[src/rtl/word_array_ctrl.sv]
// Initiator-side sequencer for the latch-based word array: setup/strobe/hold timing on select, rw and data-in.
// Optional build macro WORD_ARRAY_CTRL_VERIFY_EN adds a read-back compare after every write.
module word_array_ctrl #(
  parameter int NWORDS    = 4,
  parameter int AW        = $clog2(NWORDS),
  parameter int SETUP_CYC = 1,
  parameter int PULSE_CYC = 2
) (
  input  logic              clk,
  input  logic              rst_n,
  input  logic              req_valid,
  output logic              req_ready,
  input  logic              req_write,
  input  logic [AW-1:0]     req_addr,
  input  logic [7:0]        req_wdata,
  output logic              resp_valid,
  input  logic              resp_ready,
  output logic [7:0]        resp_rdata,
  output logic              resp_err,
  output logic [NWORDS-1:0] mem_sel_n,
  output logic              mem_rw,
  output logic [7:0]        mem_din,
  input  logic [7:0]        mem_dout
);

  localparam int MAXC = (SETUP_CYC > PULSE_CYC) ? SETUP_CYC : PULSE_CYC;
  localparam int CW   = (MAXC > 1) ? $clog2(MAXC) : 1;
  localparam logic [CW-1:0] SETUP_LAST = CW'(SETUP_CYC - 1);
  localparam logic [CW-1:0] PULSE_LAST = CW'(PULSE_CYC - 1);
  localparam logic [CW-1:0] CNT_MAX    = CW'(MAXC - 1);
  localparam logic [AW:0]   NW_EXT     = (AW+1)'(NWORDS);

  typedef enum logic [2:0] {IDLE, SETUP, ACCESS, HOLD, RESP} state_t;

  state_t        state;
  logic [CW-1:0] cnt;
  logic [CW-1:0] cnt_next;
  logic [AW-1:0] addr_q;
  logic          write_q;
  logic          accept;
  logic          addr_bad;
`ifdef WORD_ARRAY_CTRL_VERIFY_EN
  logic [7:0]    wdata_q;
  logic          verify_q;
`endif

  assign req_ready = (state == IDLE);
  assign accept    = req_valid && req_ready;
  assign addr_bad  = ({1'b0, req_addr} >= NW_EXT);
  // Phase counter never wraps; it is cleared on every phase change.
  assign cnt_next  = (cnt == CNT_MAX) ? cnt : cnt + 1'b1;

  always_ff @(posedge clk or negedge rst_n) begin
    if (!rst_n) begin
      state      <= IDLE;
      cnt        <= '0;
      addr_q     <= '0;
      write_q    <= 1'b0;
      mem_sel_n  <= '1;
      mem_rw     <= 1'b0;
      mem_din    <= 8'h00;
      resp_valid <= 1'b0;
      resp_rdata <= 8'h00;
      resp_err   <= 1'b0;
`ifdef WORD_ARRAY_CTRL_VERIFY_EN
      wdata_q    <= 8'h00;
      verify_q   <= 1'b0;
`endif
    end else begin
      case (state)
        IDLE: begin
          if (accept) begin
            addr_q     <= req_addr;
            write_q    <= req_write;
            cnt        <= '0;
            resp_rdata <= 8'h00;
            resp_err   <= 1'b0;
`ifdef WORD_ARRAY_CTRL_VERIFY_EN
            wdata_q    <= req_wdata;
            verify_q   <= 1'b0;
`endif
            if (addr_bad) begin
              state      <= RESP;
              resp_valid <= 1'b1;
              resp_err   <= 1'b1;
            end else begin
              state   <= SETUP;
              mem_rw  <= req_write;
              mem_din <= req_write ? req_wdata : 8'h00;
            end
          end
        end
        SETUP: begin
          if (cnt == SETUP_LAST) begin
            state     <= ACCESS;
            cnt       <= '0;
            mem_sel_n <= ~(NWORDS'(1) << addr_q);
          end else begin
            cnt <= cnt_next;
          end
        end
        ACCESS: begin
          // Read data is captured on the same edge that releases the select.
          if (cnt == PULSE_LAST) begin
            state     <= HOLD;
            cnt       <= '0;
            mem_sel_n <= '1;
            if (!write_q) resp_rdata <= mem_dout;
`ifdef WORD_ARRAY_CTRL_VERIFY_EN
            else if (verify_q) begin
              resp_rdata <= mem_dout;
              resp_err   <= (mem_dout != wdata_q);
            end
`endif
          end else begin
            cnt <= cnt_next;
          end
        end
        HOLD: begin
`ifdef WORD_ARRAY_CTRL_VERIFY_EN
          if (write_q && !verify_q) begin
            verify_q <= 1'b1;
            mem_rw   <= 1'b0;
            cnt      <= '0;
            state    <= SETUP;
          end else begin
            state      <= RESP;
            resp_valid <= 1'b1;
          end
`else
          state      <= RESP;
          resp_valid <= 1'b1;
`endif
        end
        RESP: begin
          if (resp_ready) begin
            state      <= IDLE;
            resp_valid <= 1'b0;
            mem_rw     <= 1'b0;
            mem_din    <= 8'h00;
          end
        end
        default: state <= IDLE;
      endcase
    end
  end

endmodule
[config.mk]
export PLATFORM = sky130hd
export DESIGN_NAME = word_array_ctrl
export DESIGN_NICKNAME = d
export VERILOG_FILES = /design/src/rtl/word_array_ctrl.sv
export SDC_FILE = /design/constraint.sdc
export NUM_CORES = 1
export LEC_CHECK = 0
export CORE_MARGIN = 2
export CORE_UTILIZATION = 43
export DETAILED_ROUTE_END_ITERATION = 8
export GPL_ROUTABILITY_DRIVEN = 0
export PLACE_DENSITY_LB_ADDON = 0.08
export SYNTH_ARGS = -nofsm -noshare
export SYNTH_HDL_FRONTEND = slang
export SYNTH_SLANG_ARGS = --single-unit
export TNS_END_PERCENT = 5
[constraint.sdc]
create_clock -name clk -period 1.8 [get_ports clk]
set_clock_uncertainty 0.2 [all_clocks]
set_input_delay 0.18 -clock clk [delete_from_list [all_inputs] [get_ports clk]]
set_output_delay 0.18 -clock clk [all_outputs]
set_load 0.03 [all_outputs]
# --- After elaboration in Yosys (flattened, before gate mapping) ---
# Index checks and enable logic that the tools add are counted.
# Widths: inputs -> output; s select.
word_totals:
  in_bits: 23
  ff_bits: 29
  output_inout_bits: 24
op_classes:
  eq_ne: 9
  muxes: 25
  n_reduce_logical: 14
  shifts: 1
  bitwise_logic: 1
  n_addsub: 1
op_table:
  columns: ["cell", "n"]
  rows:
  - ["$mux 8", 6]
  - ["$pmux 8 s2", 2]
  - ["$pmux 3 s5", 1]
  - ["$mux 3", 4]
  - ["$mux 4", 2]
  - ["$ne 2x2->1 const B", 4]
  - ["$pmux 4 s2", 1]
  - ["$reduce_and 4->1", 2]
  - ["$reduce_bool 2->1", 4]
  - ["$eq 3x2->1 const B", 2]
  - ["$mux 1", 6]
  - ["$reduce_and 2->1", 3]
  - ["$reduce_and 3->1", 2]
  - ["$not 4->4", 1]
  - ["$pmux 1 s2", 2]
  - ["$shl 1x2->4 const A", 1]
  - ["$eq 3x1->1 const B", 1]
  - ["$eq 3x3->1 const B", 1]
  - ["$logic_not 3->1", 1]
  - ["$pmux 1 s3", 1]
  - ["$reduce_bool 3->1", 1]
  - ["$ne 2x1->1 const B", 1]
  - ["$add 1x1->1 const B", 1]
  - ["$logic_and 1x1->1", 1]

# --- Depth between registers and ports, before layout ---
logic_depth:
  depth_word: 4
  ltp_mapped: 4
  depth_no_buf: 3

# --- Worst setup path before layout ---
# OpenSTA, ideal clock, no wires.
synth_timing:
  kind: "reg-to-output"
  startpoint: "register state[1]"
  endpoint: "output port req_ready"
  path_stages_with_launch: 3
  required_ns: 1.420
  t_arrival_ns: 1.300
  path_slack_ns: 0.120
  cell_sequence: "dfrtp_1 -> clkbuf_1 -> nor3_1"
synth_between:
  elab_chain_cells: 1
synth_lines:
  columns: ["element", "line", "source"]
  rows:
  - ["start, declared", "35", "state_t state;"]
  - ["start signal, assigned", "55", "state <= IDLE;"]
  - ["start signal, assigned", "83", "state <= RESP;"]
  - ["start signal, assigned", "87", "state <= SETUP;"]
  - ["$logic_not 3->1", "47", "assign req_ready = (state == IDLE);"]
  - ["end, declared", "12", "output logic req_ready,"]
# Every way passes these cells.

# --- Final worst setup path ---
layout_timing:
  startpoint: "register mem_din[2]"
  endpoint: "output port mem_din[2]"
layout_rtl:
  columns: ["element", "line", "source"]
  rows:
  - ["start, declared", "22", "output logic [7:0] mem_din,"]
  - ["start signal, assigned", "89", "mem_din <= req_write ? req_wdata : 8'h00;"]
# No word-level cell between the ends.

==> metrics.sh <==
WORST-PATH-BUF-INV=1
PATH_CELLS='clkdlybuf4s50_1'
FIRST_GLOBAL_VIAS=958
NUM_IO_PINS=47
FINISH.NET_COUNT=177
WORSTPATHREQUIRED_NS=1.42
SYNTHCELLS=99
SYN_AREA_UM2=1240
POST-SYNTH-TOP-AREA-CELL='sky130_fd_sc_hd__dfrtp_1'
HORIZONTAL_DIE_DIMENSION_UM=57.70
CTS-BUFFERS-INSERTED=5
TIMING_HOLD_VIOLATIONS_FINAL=0
NUM-FILL-CELLS=228
GRTUSAGEMET3_PCT=4.464
GRT_ANTENNA_BEFORE_REPAIR=0
AREAGROWTHSYNTHTOFINISH_PCT=48.44
PIN_COUNT_OF_THE_BIGGEST_NET_ENTERING_GLOBAL_ROUTING=30
WORST-PATH-STAGES=1
WORSTPATHARRIVAL_NS=1.37
CORE_UM2=2758
LAYOUT_MIN_CYCLE_TIME_NS=1.751
ROUTED-VIA-COUNT=996
GRT_REMAINING_OVERFLOW=0
FF_LATCH_AREA_UM2=732.0
FLOORPLAN.INITIALDENSITY_PCT=44.96
CTS_NUM_SINKS=29
FINAL_MAX_SLEW_VIOL_COUNT=0
YOSYS-TOP-CELLS-AREA='sky130_fd_sc_hd__dfrtp_1 (50%), sky130_fd_sc_hd__a22o_1 (11%), sky130_fd_sc_hd__dfstp_2 (8.5%)'
SYNTH_COMMONEST_CELLS='sky130_fd_sc_hd__dfrtp_1 (25), sky130_fd_sc_hd__a22o_1 (15), sky130_fd_sc_hd__mux2_2 (9)'
SYN_NETS=122
RSZ0062_AT_GRT='no'
HOLD_PATH.CLASS='in2async'
HPWL_AFTER_DETAILED_PLACEMENT_UM=1887
AVGSYNTHCELLAREA_UM2=12.52
CLKTRANSATPATHREGS_NS=0.09
POWER.DENSITY_CELL_AREA_nW_PER_UM2=1843
MOST_UTILIZED_LAYER_IN_THE_GLOBAL_ROUTE_RESULT='met2'
NUMBER_OF_ANTENNA_VIOLATING_NETS_IN_THE_ROUTED_DESIGN=0
GRT_PASS1_WL_UM=4312
LARGEST_VOLTAGE_DROP_ON_THE_VDD_NET_V=0.001302
CRIT_PATH_START_KIND='flip-flop'
TOTALWIRELENGTH_UM=2607
DRT-WIRELENGTH-PER-CELL_UM=14.02
ANTENNADIODECOUNT=0
NETLIST.AREA_LEADER.SHARE_PCT=50.45
DETAIL_ROUTE.DRC_VIOLATIONS=0
SYNTH_ASYNC_SR_FLOP_SHARE_PCT=100.0
WORST_PATH_MAX_DELAY_CELL='sky130_fd_sc_hd__clkdlybuf4s50_1'
SYNTH.FF_LATCH_COUNT=29
WORSTSETUPENDPOINTTYPE='output port'
GR-USAGE-ALL-LAYERS_PCT=16.93
CRITPATHKIND='reg2out'
MAX_SLEW_MARGIN_PCT=63.62
WORST_PATH_LARGEST_CELL_DELAY_NS=0.68
LAYOUT-DRIVE-GT1-SHARE_PCT=22.58
CTS_HTREE_LEVELS=2
TOP_FF_CELL_SYNTH='sky130_fd_sc_hd__dfrtp_1'
TIGHTEST_SLEW_NS=0.5421
P_LEAK_nW=0.8526
FINAL.PERIOD_UTILIZATION_PCT=97.28
MULTI_INPUT_COMB_AREA_UM2=474.2
DRT-VIAS-PER-INSTANCE=5.355
SYNTH.MOST_COMMON_CELL='sky130_fd_sc_hd__dfrtp_1'
SYNTH.LIB_CELLS_USED.DISTINCT=29
TIMING.MAX_CAP.VIOLATIONS=0
TIMING.SETUP.TNS_NS=0
RRSETUPSLACK_NS=0.09
GRT_UTIL_MET2_PCT=26.30
DRT_ITER0_MARKERS=26
SYNTH.YOSYS.WARNINGS=0
GRT_USE_MET1_PCT=22.13
ROWS=19
REPORT.POWER.TOTAL_mW=3.393
WORST-R2R-CELL-COUNT=4
PORT-BUFFER-COUNT=45
WORSTPATHMAXFANOUT=2
CLOCK.FMAX_GHz=0.5711
KIND_OF_CELL_ADDING_THE_MOST_DELAY_TO_THE_CRITICAL_PATH='buffers and inverters'
CTS_TREE='done'
SYNTH_EDF_COUNT=0
SETUP_VIOLATIONS=0
OVERALL_DIE_AREA_UM2=3329
RUN_STATUS='finished clean'
WORST_SKEW_PAIR.LATE_LATENCY_NS=0.32
YS_SEQ_AREA_SHARE_PCT=58.93
DIE_HEIGHT_UM=57.70
DRT-PASS1-ITER-COUNT=4
CTSLONGESTPATHBUFFERS=2
CLOCK_TREE.ROOT_CELL='sky130_fd_sc_hd__clkbuf_4'
==> metal layers <==
metal	routed length (µm)	up-vias	part of all wire, %
met5	0	-	0
li1	-	471	-
met1	1110	482	43
met4	55	0	2.1
met3	173	7	6.6
met2	1267	36	49
==> cells by family (layout without fill, tap and decap cells) <==
group           after synthesis  count (layout)  share of synthesized area [%]
mux                          10              10                          8.981
simple gates                 27              27                          13.42
buf+inv                       7              63                          2.826
flops                        29              29                          58.93
compound gates               25              25                          15.54
other cells                   1               1                         0.3024
==> layout by cell type, fill, tap and decap left out, drive strengths merged <==
| cell type | n |
|---|---|
| clkdlybuf4s50 | 37 |
| dfrtp | 25 |
| a22o | 15 |
| buf | 11 |
| mux2 | 9 |
| nor2 | 8 |
| clkbuf | 7 |
| nand2 | 5 |
| dfstp | 4 |
| dlygate4sd2 | 4 |
| nand3b | 3 |
| dlymetal6s2s | 3 |
| o21ai | 3 |
| nor2b | 2 |
| a21oi | 2 |
| a211oi | 2 |
| nor4b | 2 |
| nor3 | 1 |
| and3b | 1 |
| or3b | 1 |
| nor3b | 1 |
| and2 | 1 |
| nand3 | 1 |
| a31oi | 1 |
| mux2i | 1 |
| nand2b | 1 |
| a21o | 1 |
| o31ai | 1 |
| conb | 1 |
| clkinv | 1 |
==> report_power, final <==
part,internal (mW),switching (mW)
Sequential,0.960,0.252
Combinational,0.845,0.889
Clock,0.226,0.221
Total,2.03,1.36
==> sequential cells by signal, summed over array words and instances (netlist names) <==
register,flops
resp_valid,1
mem_rw,1
write_q,1
resp_rdata,8
cnt,1
mem_din,8
addr_q,2
state,3
mem_sel_n,4
==> per-stage QoR <==
stage          util (%)  cell area [µm²]  hold WS (ns)  setup slack, ns  instances
2_1_floorplan         -             1240       -0.3156           0.1199         99
3_3_place_gp      63.52             1752        0.2633          0.03898        176
3_5_place_dp      63.52             1752        0.2696         0.002801        176
4_1_cts           65.88             1817       0.04010          0.02178        184
5_1_grt           66.74             1841       0.05258        0.0002544        186
6_report          66.74             1841       0.03379          0.04892        186
==> what timing repair did <==
action                                 CTS  global route
endpoints found under the hold margin    0             0
setup endpoints to repair                4            12
pin swaps                                0             1
setup buffers                            0             2
hold buffers                             0             0
gates resized for setup                  4             4
==> cell type report <==
| class | instances | share of cell area (%) |
|---|---|---|
| Clock inverter | 1 | 0.2719 |
| Multi-Input combinational cell | 63 | 25.76 |
| Clock buffer | 7 | 3.535 |
| Timing Repair Buffer | 55 | 28.55 |
| Tap cell | 31 | 2.107 |
| Sequential cell | 29 | 39.77 |
==> path summary, 6_finish.rpt <==
kind                                   start            end
worst min register to register        mem_rw         mem_rw
max in group asynchronous              rst_n   mem_sel_n[2]
worst max register to register      state[0]  resp_rdata[6]
min in group clk                req_wdata[4]     mem_din[4]
worst min-delay path                   rst_n        write_q
worst max-delay path              mem_din[2]     mem_din[2]
Note: power is estimated with default switching activity, not from simulation.
